**config.mk**
```make
export PLATFORM = sky130hd
export DESIGN_NAME = fp_div_seq
export DESIGN_NICKNAME = d
export VERILOG_FILES = /design/src/rtl/fp_pkg.sv /design/src/rtl/fp_mant_div_step.sv /design/src/rtl/fp_div_seq.sv
export SDC_FILE = /design/constraint.sdc
export NUM_CORES = 1
export LEC_CHECK = 0
export CORE_MARGIN = 1.5
export CORE_UTILIZATION = 56
export DETAILED_ROUTE_END_ITERATION = 8
export PLACE_DENSITY = 0.81
export SLEW_MARGIN = 20
export SYNTH_ARGS = -nofsm -noshare
export SYNTH_HDL_FRONTEND = slang
export SYNTH_SLANG_ARGS = --single-unit
```
**constraint.sdc**
```tcl
create_clock -name clk -period 3.9 [get_ports clk]
set_input_delay 0.585 -clock clk [delete_from_list [all_inputs] [get_ports clk]]
set_output_delay 0.585 -clock clk [all_outputs]
set_load 0.03 [all_outputs]
```
**src/rtl/fp_pkg.sv**
```systemverilog
// Shared definitions for the sequential floating-point divider:
// default field widths, exponent bias, saturation word builder and FSM states.
package fp_pkg;

    localparam int FP_EXP_BIT_DEF = 8;
    localparam int FP_MAT_BIT_DEF = 7;

    typedef enum logic [1:0] {
        IDLE = 2'd0,
        DIV  = 2'd1,
        NORM = 2'd2,
        DONE = 2'd3
    } fp_div_state_e;

    function automatic int fp_bias(input int exp_bit);
        return (32'sd1 <<< (exp_bit - 32'sd1)) - 32'sd1;
    endfunction

    // One bit of the saturated word {sign, all-ones exponent, all-ones mantissa}.
    function automatic logic fp_sat_bit(input int idx, input int exp_bit,
                                        input int mat_bit, input logic sign);
        logic b;
        if (idx == exp_bit + mat_bit) begin
            b = sign;
        end else if (idx < exp_bit + mat_bit) begin
            b = 1'b1;
        end else begin
            b = 1'b0;
        end
        return b;
    endfunction

endpackage

```
**src/rtl/fp_mant_div_step.sv**
```systemverilog
// One restoring division step: subtract the divisor when it fits, emit the
// quotient bit and shift the partial remainder left.
module fp_mant_div_step #(
    parameter int W = 9
) (
    input  logic [W-1:0] rem,
    input  logic [W-1:0] divisor,
    output logic [W-1:0] rem_next,
    output logic         q_bit
);

    logic [W-1:0] diff_s;

    // Compare, conditionally subtract, shift.
    always_comb begin
        q_bit = (rem >= divisor);
        if (q_bit) begin
            diff_s = rem - divisor;
        end else begin
            diff_s = rem;
        end
        rem_next = diff_s << 1'b1;
    end

endmodule

```
**src/rtl/fp_div_seq.sv**
```systemverilog
// Iterative FP divider (odata = idataA / idataB), one quotient bit per cycle,
// truncating, no denormals/Inf/NaN, behind a valid/ready handshake.
module fp_div_seq
    import fp_pkg::*;
#(
    parameter int EXP_BIT  = FP_EXP_BIT_DEF,
    parameter int MAT_BIT  = FP_MAT_BIT_DEF,
    parameter int DATA_BIT = EXP_BIT + MAT_BIT + 1
) (
    input  logic                clk,
    input  logic                rst_n,
    input  logic                in_valid,
    output logic                in_ready,
    input  logic [DATA_BIT-1:0] idataA,
    input  logic [DATA_BIT-1:0] idataB,
    output logic                out_valid,
    input  logic                out_ready,
    output logic [DATA_BIT-1:0] odata,
    output logic                div_by_zero
);

    localparam int Q_BITS = MAT_BIT + 2;
    localparam int CNT_W  = $clog2(Q_BITS + 1);
    localparam int E_W    = EXP_BIT + 2;
    localparam int BIAS   = fp_bias(EXP_BIT);

    localparam logic [CNT_W-1:0] CNT_FIRST = CNT_W'(1);
    localparam logic [CNT_W-1:0] CNT_ONE   = CNT_W'(1);
    localparam logic [CNT_W-1:0] CNT_LAST  = CNT_W'(Q_BITS - 1);
    localparam logic [E_W-1:0]   BIAS_E    = BIAS[E_W-1:0];
    localparam logic [E_W-1:0]   E_ONE     = {{(E_W-1){1'b0}}, 1'b1};

    fp_div_state_e state_r, state_nxt_s;

    logic [CNT_W-1:0]    cnt_r;
    logic [Q_BITS-1:0]   rem_r;
    logic [Q_BITS-1:0]   q_r;
    logic [MAT_BIT:0]    mb_r;
    logic [EXP_BIT-1:0]  ea_r;
    logic [EXP_BIT-1:0]  eb_r;
    logic                sign_r;
    logic                za_r;
    logic                zb_r;
    logic                in_ready_r;
    logic                out_valid_r;
    logic                dbz_r;
    logic [DATA_BIT-1:0] odata_r;

    logic [Q_BITS-1:0]   step_rem_s;
    logic [Q_BITS-1:0]   step_div_s;
    logic [Q_BITS-1:0]   step_rem_nxt_s;
    logic                step_q_s;
    logic                accept_s;
    logic                a_zero_s;
    logic                b_zero_s;
    logic [E_W-1:0]      e_s;
    logic [MAT_BIT-1:0]  mat_s;
    logic [DATA_BIT-1:0] sat_s;
    logic [DATA_BIT-1:0] result_s;
    logic                result_dbz_s;

    assign accept_s = (state_r == IDLE) && in_valid;
    assign a_zero_s = (idataA[DATA_BIT-2 -: EXP_BIT] == {EXP_BIT{1'b0}});
    assign b_zero_s = (idataB[DATA_BIT-2 -: EXP_BIT] == {EXP_BIT{1'b0}});

    // The first step runs straight off the operands in the accepting cycle,
    // later steps run off the latched remainder and divisor.
    always_comb begin
        if (state_r == IDLE) begin
            step_rem_s = {1'b0, 1'b1, idataA[MAT_BIT-1:0]};
            step_div_s = {1'b0, 1'b1, idataB[MAT_BIT-1:0]};
        end else begin
            step_rem_s = rem_r;
            step_div_s = {1'b0, mb_r};
        end
    end

    fp_mant_div_step #(
        .W (Q_BITS)
    ) u_step (
        .rem      (step_rem_s),
        .divisor  (step_div_s),
        .rem_next (step_rem_nxt_s),
        .q_bit    (step_q_s)
    );

    // Next-state logic.
    always_comb begin
        state_nxt_s = state_r;
        case (state_r)
            IDLE: begin
                if (in_valid) begin
                    state_nxt_s = DIV;
                end else begin
                    state_nxt_s = IDLE;
                end
            end
            DIV: begin
                if (cnt_r == CNT_LAST) begin
                    state_nxt_s = NORM;
                end else begin
                    state_nxt_s = DIV;
                end
            end
            NORM: state_nxt_s = DONE;
            DONE: begin
                if (out_ready) begin
                    state_nxt_s = IDLE;
                end else begin
                    state_nxt_s = DONE;
                end
            end
            default: state_nxt_s = IDLE;
        endcase
    end

    // Normalisation and special-case priority; e_s is two's complement so
    // underflow shows up as the top bit set.
    always_comb begin
        sat_s = {DATA_BIT{1'b0}};
        for (int i = 0; i < DATA_BIT; i++) begin
            sat_s[i] = fp_sat_bit(i, EXP_BIT, MAT_BIT, sign_r);
        end
        if (q_r[Q_BITS-1]) begin
            mat_s = q_r[Q_BITS-2 -: MAT_BIT];
            e_s   = {2'b00, ea_r} - {2'b00, eb_r} + BIAS_E;
        end else begin
            mat_s = q_r[Q_BITS-3 -: MAT_BIT];
            e_s   = {2'b00, ea_r} - {2'b00, eb_r} + BIAS_E - E_ONE;
        end
        result_dbz_s = 1'b0;
        if (zb_r) begin
            result_s     = sat_s;
            result_dbz_s = 1'b1;
        end else if (za_r) begin
            result_s = {DATA_BIT{1'b0}};
        end else if (e_s[E_W-1] || (e_s == {E_W{1'b0}})) begin
            result_s = {DATA_BIT{1'b0}};
        end else if (e_s[E_W-2]) begin
            result_s = sat_s;
        end else begin
            result_s = {sign_r, e_s[EXP_BIT-1:0], mat_s};
        end
    end

    // State register.
    always_ff @(posedge clk) begin
        if (!rst_n) begin
            state_r <= IDLE;
        end else begin
            state_r <= state_nxt_s;
        end
    end

    // Operand latch and quotient iteration; a zero dividend carries no sign.
    always_ff @(posedge clk) begin
        if (!rst_n) begin
            cnt_r  <= {CNT_W{1'b0}};
            rem_r  <= {Q_BITS{1'b0}};
            q_r    <= {Q_BITS{1'b0}};
            mb_r   <= {(MAT_BIT+1){1'b0}};
            ea_r   <= {EXP_BIT{1'b0}};
            eb_r   <= {EXP_BIT{1'b0}};
            sign_r <= 1'b0;
            za_r   <= 1'b0;
            zb_r   <= 1'b0;
        end else if (accept_s) begin
            cnt_r  <= CNT_FIRST;
            rem_r  <= step_rem_nxt_s;
            q_r    <= {{(Q_BITS-1){1'b0}}, step_q_s};
            mb_r   <= {1'b1, idataB[MAT_BIT-1:0]};
            ea_r   <= idataA[DATA_BIT-2 -: EXP_BIT];
            eb_r   <= idataB[DATA_BIT-2 -: EXP_BIT];
            sign_r <= a_zero_s ? 1'b0 : (idataA[DATA_BIT-1] ^ idataB[DATA_BIT-1]);
            za_r   <= a_zero_s;
            zb_r   <= b_zero_s;
        end else if (state_r == DIV) begin
            cnt_r <= cnt_r + CNT_ONE;
            rem_r <= step_rem_nxt_s;
            q_r   <= {q_r[Q_BITS-2:0], step_q_s};
        end
    end

    // Registered handshake flags and result, frozen while DONE waits.
    always_ff @(posedge clk) begin
        if (!rst_n) begin
            in_ready_r  <= 1'b1;
            out_valid_r <= 1'b0;
            odata_r     <= {DATA_BIT{1'b0}};
            dbz_r       <= 1'b0;
        end else begin
            in_ready_r  <= (state_nxt_s == IDLE);
            out_valid_r <= (state_nxt_s == DONE);
            if (state_r == NORM) begin
                odata_r <= result_s;
                dbz_r   <= result_dbz_s;
            end
        end
    end

    assign in_ready    = in_ready_r;
    assign out_valid   = out_valid_r;
    assign odata       = odata_r;
    assign div_by_zero = dbz_r;

endmodule

```
==> flow_summary_export.csv, run 1 <==
group,metric,value,unit
synthesis,synth.distinct_cells,62,
timing,rsz0062_at_grt,"no",
clocking,cts_tree,"built",
cells_and_area,layout-drive-gt1-share,8.056,%
floorplan,die_area,7902,um^2
clocking,ctsResizeCount,0,
synthesis,syn_nets,578,
cells_and_area,fin_area,4994,um^2
clocking,clkLatencyLatePin,350,ps
synthesis,synth_area,4131,um^2
place,preCtsSetupSlack,444.4,ps
timing,slew_violations,0,
floorplan,dieWidth,88.90,um
place,io_buffers,54,
cells_and_area,nets,624,
routing,detail-route-antenna-nets,0,
worst_setup_path,slowest_delay,600,ps
timing,skew,15.45,ps
power_and_ir_drop,clkPwrFrac,34.0,%
floorplan,core-area,7176,um^2
hold_path,hp-class,"reg2reg",
clocking,numCtsBuffers,9,
routing,drt-total-wl,9.471,mm
timing,slew-limit-headroom,40.73,%
synthesis,netlist.area_leader.share,33.43,%
worst_setup_path,critPathSlowestCell,"a2111oi_0",
synthesis,ys_top_cells_by_area,"dfxtp_1, nand2_1, ha_1, a21oi_1, xnor2_1",
power_and_ir_drop,p_switching,742.9,uW
clocking,cts_hold_buf,0,
routing,avgRoutedWirePerCell,14.14,um
worst_setup_path,rrSetupSlack,180,ps
power_and_ir_drop,swShare,32.23,%
global_route,gr-total-overflow,0,
clocking,cts_sinks,69,
floorplan,top_level_ports,55,
timing,min_period,3720,ps
power_and_ir_drop,power_density,461.6,nW/um^2
global_route,antenna_found_initial,0,
clocking,clock-root-buffer,"clkbuf_8",
power_and_ir_drop,leakage,1.902,nW
timing,period_share,95.37,%
global_route,grt_usage,25.62,%
floorplan,rows,31,
cells_and_area,stdcell_count,670,
routing,drt-initial-drc-count,162,
synthesis,ys_seq_area_share,33.43,%
timing,tightest_slew,889.1,ps
place,dpl.hpwl,6.990,mm
timing,timing.fmax,0.2688,GHz
clocking,clock_path_buffers,2,
routing,vias_per_cell,5.685,
synthesis,synth-seq-cells,69,
clocking,clk_pin_slew,80,ps
synthesis,yosysTopAreaCell,"dfxtp_1",
timing,finalWorstSetupSlack,180.4,ps
clocking,post-cts-setup-buffer-count,0,
synthesis,synthCells,520,
timing,setup_viol,0,
worst_setup_path,path_max_fanout,8,
synthesis,ys.flop_type,"dfxtp_1",
place,dp_cells,654,
worst_setup_path,path_cells,"inv_1 -> ha_1 -> inv_1 -> fa_1 -> a211oi_2 -> nor2_1 -> o311ai_2 -> nand2b_2 -> o211ai_2 -> a21oi_2 -> xor2_2 -> buf_4 -> a2111oi_0 -> o31ai_1",
power_and_ir_drop,power,2.305,mW
synthesis,syn_area_per_cell,7.945,um^2
clocking,htreeDepth,3,
global_route,grt_first_pass_wirelength,15.84,mm
worst_setup_path,start_kind,"register",
worst_setup_path,crit_type,"reg2reg",
place,gp_congestion,0.8632,
worst_setup_path,cp.arrival,3920,ps
global_route,grt_start_max_net_pins,32,
routing,dr_total_vias,3809,
place,place_area,4725,um^2
cells_and_area,final_util,69.59,%
routing,drcViolationCount,0,
job,maxCapViolCount,0,
power_and_ir_drop,power_frac_seq,33.0,%
cells_and_area,syn2layout_area_growth,20.87,%
global_route,first_global_vias,3492,
floorplan,initial_core_util,57.58,%
outcome,status,"finished clean",
power_and_ir_drop,ir_worst_vdd,0.0002787,V
power_and_ir_drop,p_int,1.562,mW
timing,setup_tns,0,ps
synthesis,synth-async-reset-ratio,0,%
routing,firstDrtPassIters,4,
worst_setup_path,cpMostUsedCell,"inv_1",
synthesis,synth_edf_count,0,
worst_setup_path,crit_path_end_kind,"register",
timing,whs,448.1,ps
worst_setup_path,required,4100,ps
synthesis,yosys_warnings,0,
cells_and_area,n_antenna_cell,0,
floorplan,die_h,88.90,um
timing,finalHoldViolations,0,
power_and_ir_drop,combPwrFrac,32.9,%
worst max-delay path, delay by kind of cell, from the launching register on:
kind,cells,cell delay [ps]
AOI/OAI and AO/OA,6,1790
xor gates and xnor gates,1,160
adders and majority gates,2,610
buffers and inverters,3,340
DFF,1,320
and+or+nand+nor,2,380
routing by layer:
metal	vias up	wire, um	GRT usage, %
met4	0	154	10.23
met3	14	456	4.063
met5	-	0	0
met1	1773	4356	33.07
li1	1919	-	-
met2	103	4503	42.91
cell usage after synthesis (2+ instances only):
cell type	instances
mux2_2	7
o2111ai_1	2
o31ai_1	8
nand3_1	8
a21oi_1	45
xnor2_1	15
ha_1	20
a31oi_1	6
a21o_1	3
nand3b_1	3
nor2b_1	17
fa_1	2
a2111oi_0	3
nor3_1	11
nor4_1	5
xor2_1	9
a211o_1	3
clkbuf_1	19
o22ai_2	2
o211ai_2	2
a211oi_1	4
nand2b_1	3
o21ai_0	26
nand2_1	101
a2111oi_2	4
dfxtp_1	69
nor2_1	33
o221ai_1	2
o211ai_1	4
inv_1	22
buf_6	2
a21boi_0	2
o21a_1	3
and2_1	2
mux2i_1	8
or3_1	2
and3_1	2
o21ai_1	9
buf_2	3
o211a_1	2
nand4_1	6
worst paths after layout:
path                                  to                    from  depth (start not counted)
setup / recovery   odata[0]$_SDFFE_PN0N_    ea_r[0]$_SDFFE_PN0P_                         14
hold / removal    odata[12]$_SDFFE_PN0N_  odata[12]$_SDFFE_PN0N_                          2
setup reg to reg   odata[0]$_SDFFE_PN0N_    ea_r[0]$_SDFFE_PN0P_                         14
hold reg to reg   odata[12]$_SDFFE_PN0N_  odata[12]$_SDFFE_PN0N_                          2
final cells by class:
| class | instances | area (um^2) |
|---|---|---|
| Multi-Input combinational cell | 404 | 2551 |
| Fill cell | 585 | 2182 |
| Sequential cell | 69 | 1381 |
| Timing Repair Buffer | 60 | 585.6 |
| Clock inverter | 7 | 145.1 |
| Clock buffer | 9 | 123.9 |
| Tap cell | 99 | 123.9 |
| Inverter | 22 | 82.58 |
flip-flops by register name (all words and copies together), names as in the netlist, 2 cells and up:
name and cells:
ea_r 8, state_r 2, q_r 9, mb_r 8, eb_r 8, odata 16
cnt_r 4, rem_r 8
cell usage in the layout (no fill, tap or decap), types with 7 or more instances in the layout:
master / instances
a21oi_1: 45
dfxtp_1: 69
o21ai_1: 9
clkbuf_8: 9
ha_1: 20
nor3_1: 11
nand2_1: 101
clkdlybuf4s50_1: 54
nor2b_1: 17
mux2i_1: 8
o21ai_0: 26
xnor2_1: 15
xor2_1: 9
nand3_1: 8
inv_1: 22
mux2_2: 7
o31ai_1: 8
nor2_1: 33
cell families after synthesis:
logic type	after synthesis	synth area share, %
AO/OA/AOI/OAI	140	22.80
XOR/XNOR	25	5.482
adder cells (fa/ha/maj)	22	7.026
buffers and inverters	47	4.815
flip-flops	69	33.43
multiplexers	15	3.846
AND/OR/NAND/NOR	202	22.59
power by group through the flow:
stage               combinational, mW  sequential [mW]  clock, mW
floorplan                       0.590            0.771          0
global placement                0.724            0.776          0
detailed placement              0.745            0.777          0
CTS                             0.755            0.761      0.793
global route                    0.842            0.766      0.827
finish                          0.759            0.761      0.785
(Power assumes the default switching activity.)
==> inputs of run 2 (changes only) <==
Settings changed: CORE_MARGIN 1.5 to default.
==> run 2 against run 1 <==
Utilization is 1.7 points higher; die area shrank 2.2%; worst setup slack better by 220 ps; critical path type unchanged; highest routed layer unchanged.
==> flow_summary_export.csv, run 2 (synthesis results as in run 1) <==
group,metric,value,unit
routing,vias_per_cell,5.643,
timing,setup_tns,0,ps
cells_and_area,syn2layout_area_growth,19.75,%
cells_and_area,largest_reg_flops,16,
routing,avgRoutedWirePerCell,13.82,um
timing,finalHoldViolations,0,
cells_and_area,n_antenna_cell,0,
routing,drt-total-wl,9.215,mm
clocking,ctsResizeCount,0,
timing,min_period,3496,ps
power_and_ir_drop,power,2.185,mW
timing,whs,448.5,ps
clocking,post-cts-setup-buffer-count,0,
worst_setup_path,crit_path_end_kind,"register",
place,gp_congestion,0.8688,
worst_setup_path,crit_type,"reg2reg",
timing,slew-limit-headroom,35.64,%
clocking,clkLatencyLatePin,350,ps
clocking,cts_hold_buf,0,
clocking,numCtsBuffers,9,
routing,drt-initial-drc-count,149,
outcome,status,"finished clean",
global_route,grt_start_max_net_pins,32,
floorplan,top_level_ports,55,
worst_setup_path,cp.arrival,3710,ps
worst_setup_path,required,4120,ps
floorplan,die_h,87.90,um
power_and_ir_drop,leakage,1.883,nW
hold_path,hp-class,"reg2reg",
timing,skew,15.83,ps
routing,drcViolationCount,0,
clocking,cts_tree,"built",
routing,dr_total_vias,3764,
cells_and_area,fillers,581,
floorplan,dieWidth,87.90,um
cells_and_area,layout_commonest_cell,"nand2_1",
timing,period_share,89.63,%
cells_and_area,fin_area,4947,um^2
clocking,clock_path_buffers,2,
place,dpl.hpwl,6.700,mm
routing,firstDrtPassIters,4,
timing,setup_viol,0,
worst_setup_path,start_kind,"register",
timing,timing.fmax,0.2861,GHz
global_route,gr-total-overflow,0,
cells_and_area,mostFrequentLayoutCells,"nand2_1, dfxtp_1, clkdlybuf4s50_1",
global_route,first_global_vias,3484,
floorplan,die_area,7726,um^2
clocking,clk_pin_slew,80,ps
place,io_buffers,54,
cells_and_area,nets,624,
clocking,clock-root-buffer,"clkbuf_8",
clocking,cts_sinks,69,
place,place_area,4721,um^2
floorplan,initial_core_util,59.50,%
cells_and_area,layout-drive-gt1-share,8.056,%
global_route,grt_usage,25.53,%
timing,tightest_slew,965.4,ps
job,maxCapViolCount,0,
power_and_ir_drop,power_density,441.8,nW/um^2
timing,rsz0062_at_grt,"no",
global_route,antenna_found_initial,0,
floorplan,core-area,6944,um^2
power_and_ir_drop,ir_worst_vdd,0.0002252,V
worst_setup_path,path_max_fanout,8,
clocking,htreeDepth,3,
routing,detail-route-antenna-nets,0,
floorplan,rows,30,
timing,slew_violations,0,
global_route,grt_first_pass_wirelength,15.42,mm
==> run 2: cell types whose count changed in the layout (fill, tap and decap cells not counted) <==
cell	delta
bufinv_16	-2
inv_6	+3
clkinv_4	-1
==> run 2: layer usage <==
| metal | track usage [%] | share of wire (%) | vias to the layer above |
|---|---|---|---|
| li1 | - | - | 1921 |
| met1 | 32.77 | 47 | 1731 |
| met5 | 0 | 0 | - |
| met4 | 9.836 | 1.3 | 0 |
| met3 | 3.676 | 4.3 | 11 |
| met2 | 43.27 | 47 | 101 |
==> run 2: critical path, cell delays in order (launching register included) <==
cell	delay, ps
dfxtp_1	320
inv_1	70
ha_1	170
inv_1	60
fa_1	490
inv_1	70
ha_1	280
nor3_1	220
a21o_1	110
mux2i_1	100
nor3_1	480
o21ai_1	160
xnor2_1	200
nor3_2	510
o31ai_1	140
==> run 2: through the flow <==
stage               setup slack, ps  instances  util [%]
CTS                           384.3        667     71.24
floorplan                     487.9        520         -
global route                  80.51        667     71.24
global placement              462.6        651     67.98
detailed placement            416.6        651     67.98
finish                        404.4        667     71.24
==> run 2: cell type report <==
| cell class | instances | area (um^2) | area share [%] |
|---|---|---|---|
| sequential | 69 | 1381 | 27.92 |
| tap | 96 | 120.1 | 2.428 |
| clock inverter | 7 | 102.6 | 2.074 |
| inverter | 22 | 82.58 | 1.669 |
| clock buffer | 9 | 123.9 | 2.504 |
| multi-input combinational | 404 | 2551 | 51.57 |
| timing repair buffer | 60 | 585.6 | 11.84 |
==> run 2: path summary, 6_finish.rpt <==
kind,startpoint,endpoint,slack (ps),depth (start not counted)
hold reg to reg,odata[12]$_SDFFE_PN0N_,odata[12]$_SDFFE_PN0N_,450,2
setup reg to reg,ea_r[0]$_SDFFE_PN0P_,odata[4]$_SDFFE_PN0N_,400,14
hold / removal,odata[12]$_SDFFE_PN0N_,odata[12]$_SDFFE_PN0N_,450,2
setup / recovery,ea_r[0]$_SDFFE_PN0P_,odata[4]$_SDFFE_PN0N_,400,14
==> run 2: where the power goes <==
group	switching, mW	total (mW)	internal (mW)
sequential	0.0223	0.762	0.740
combinational	0.423	0.753	0.330
clock	0.302	0.671	0.369
total	0.747	2.19	1.44
==> inputs of run 3 (changes only) <==
Settings changed: CTS_BUF_LIST from default to sky130_fd_sc_hd__clkbuf_8 sky130_fd_sc_hd__clkbuf_16.
==> results of run 3 <==
The final DEF is identical to that of run 2; final timing and power are the same.
==> RTL edit (flow settings as in run 1) <==
The package constant `FP_MAT_BIT_DEF` goes from 7 to 14.
--- a/src/rtl/fp_pkg.sv
+++ b/src/rtl/fp_pkg.sv
@@ -3,7 +3,7 @@
 package fp_pkg;
 
     localparam int FP_EXP_BIT_DEF = 8;
-    localparam int FP_MAT_BIT_DEF = 7;
+    localparam int FP_MAT_BIT_DEF = 14;
 
     typedef enum logic [1:0] {
         IDLE = 2'd0,
Ports: changed (resized idataA, idataB and odata); port bits go from 55 to 76. No check against the original RTL was run, so the function may have changed too.
==> RTL edit against run 1 <==
Sequential cell count increased by 29. Power increased by 20%. Die area increased by 36%. Clock power decreased by 11%. Setup slack improved by 0.18 ns. Routed wire length increased by 31%. Design area increased by 36%. Clock skew increased by 0.0021 ns. Sequential power increased by 42%. Synthesized area increased by 38%. Count of clock-buffer cells in the layout unchanged. Largest cell class unchanged.
==> RTL edit: results (changes against run 1) <==
| Metric | Value |
|---|---|
| Worst-path clk slew | `0.10 ns (+0.02 ns)` |
| Status | `completed` |
| VDD IR max | `0.222 mV (-20%)` |
| Worst hold stages | `2 (unchanged)` |
| Met1 track utilization from global routing | `0.291 (-0.0392)` |
| Routability cong. | `0.878 (+1.7%)` |
| Detail-routed net length per standard cell | `13.7 µm (-3.1%)` |
| Hold Startpoint | `odata[17]` |
| Pre-antenna DRT Iters | `5 (+1)` |
| Part of the Yosys area used for sequential elements | `0.345 (+0.0103)` |
| Min Hold Slack | `0.453 ns (+0.00481 ns)` |
| CP max stage delay | `0.53 ns (-0.07 ns)` |
| Placed inst area | `0.00658 mm² (+39%)` |
| Mapped Nets | `786 (+36%)` |
| Nets | `849 (+36%)` |
| Final clock skew | `0.0176 ns (+0.00212 ns)` |
| Detailed Place HPWL | `9260 µm (+32%)` |
| Hold EP | `odata[17]` |
| Placed Cells | `892 (+36%)` |
| R2r worst-path depth | `13 (-1)` |
| Critical path's slowest cell | `or3b_4` |
| Crit path DAT | `3.80 ns (-0.12 ns)` |
| Fillcell total | `841 (+44%)` |
| Pre-CTS setup slack | `0.0875 ns (-0.357 ns)` |
| Met2 Track Usage GR | `0.421 (-0.00806)` |
| PD cells | `407 mW/mm² (-12%)` |
| Clk_lat worst skew | `0.37 ns (+0.02 ns)` |
| Leakage Power | `2.60 nW (+37%)` |
| Slew @ Worst Pin | `0.865 ns (-0.0241 ns)` |
| First-pass GRT wire length | `21300 µm (+34%)` |
| Sink Count | `98 (+42%)` |
| DRT iter0 DRCs | `176 (+8.6%)` |
| Setup crit end | `odata[12]` |
| Share of cells above drive strength 1 | `0.0852 (+0.00460)` |
| Post-Syn Instances | `707 (+36%)` |
| Synth top area cells | `dfxtp_1, nand2_1, ha_1, a21boi_0, o21ai_0` |
| Max FO, Critical Path | `21 (+13)` |
| Vias in the first global route | `4851 (+39%)` |
| Port bufs | `75 (+39%)` |
| GR Util met3 | `0.0289 (-0.0117)` |
| DR vias/cell | `5.61 (-1.4%)` |
| Max FFs per register | `23 (+7)` |
| Final critical-path share of the clock period | `0.909 (-0.0451)` |
| Reg2reg end | `odata[12]` |
[RTL edit: changes by cell type after synthesis, sizes merged, moves of 7 or more]
cell,delta
o21ai,+32
o31ai,-7
mux2,+7
a211oi,+11
mux2i,+12
a21boi,+35
nor2b,+14
ha,+7
dfxtp,+29
nand2,+44
clkbuf,+13
[RTL edit: routing by layer]
metal	routed length, µm	share of wire	up-vias
met4	227	0.018	0
met3	419	0.034	23
met2	6150	0.49	114
li1	-	-	2600
met1	5640	0.45	2355
met5	0	0	-
[RTL edit: cell type report]
| type | instances | share of cell area |
|---|---|---|
| clock buffers | 9 | 0.0182 |
| well taps | 133 | 0.0245 |
| clock inverters | 7 | 0.0138 |
| inverters | 21 | 0.0116 |
| multi-input cells | 552 | 0.516 |
| flip-flops and latches | 98 | 0.289 |
| repair buffers | 88 | 0.127 |
[RTL edit: timing repair]
item / 4_1_cts / 5_1_grt
setup endpoints to repair: 0 / 1
hold buffers: 0 / 0
setup buffers: 0 / 0
hold endpoints to repair: 0 / 0
gates resized for setup: 0 / 1
[RTL edit: power by group]
group | total, mW | leakage [nW] | switching, mW | internal (mW)
clock network | 0.699 | 0.107 | 0.384 | 0.314
registers | 1.08 | 0.800 | 0.0292 | 1.05
logic | 0.983 | 1.69 | 0.536 | 0.447
[RTL edit: logic make-up after synthesis]
kind of cell	synth area share
and+or+nand+nor	0.203
buffers and inverters	0.0404
muxes	0.0629
xor gates and xnor gates	0.0393
DFF	0.345
AOI/OAI and AO/OA	0.243
adders and majority gates	0.0664
[RTL edit: worst min-delay path, delay by kind of cell, from the launching register on]
family,cells,cell delay [ns]
DFF,1,0.32
AOI/OAI and AO/OA,1,0.05
and+or+nand+nor,1,0.05
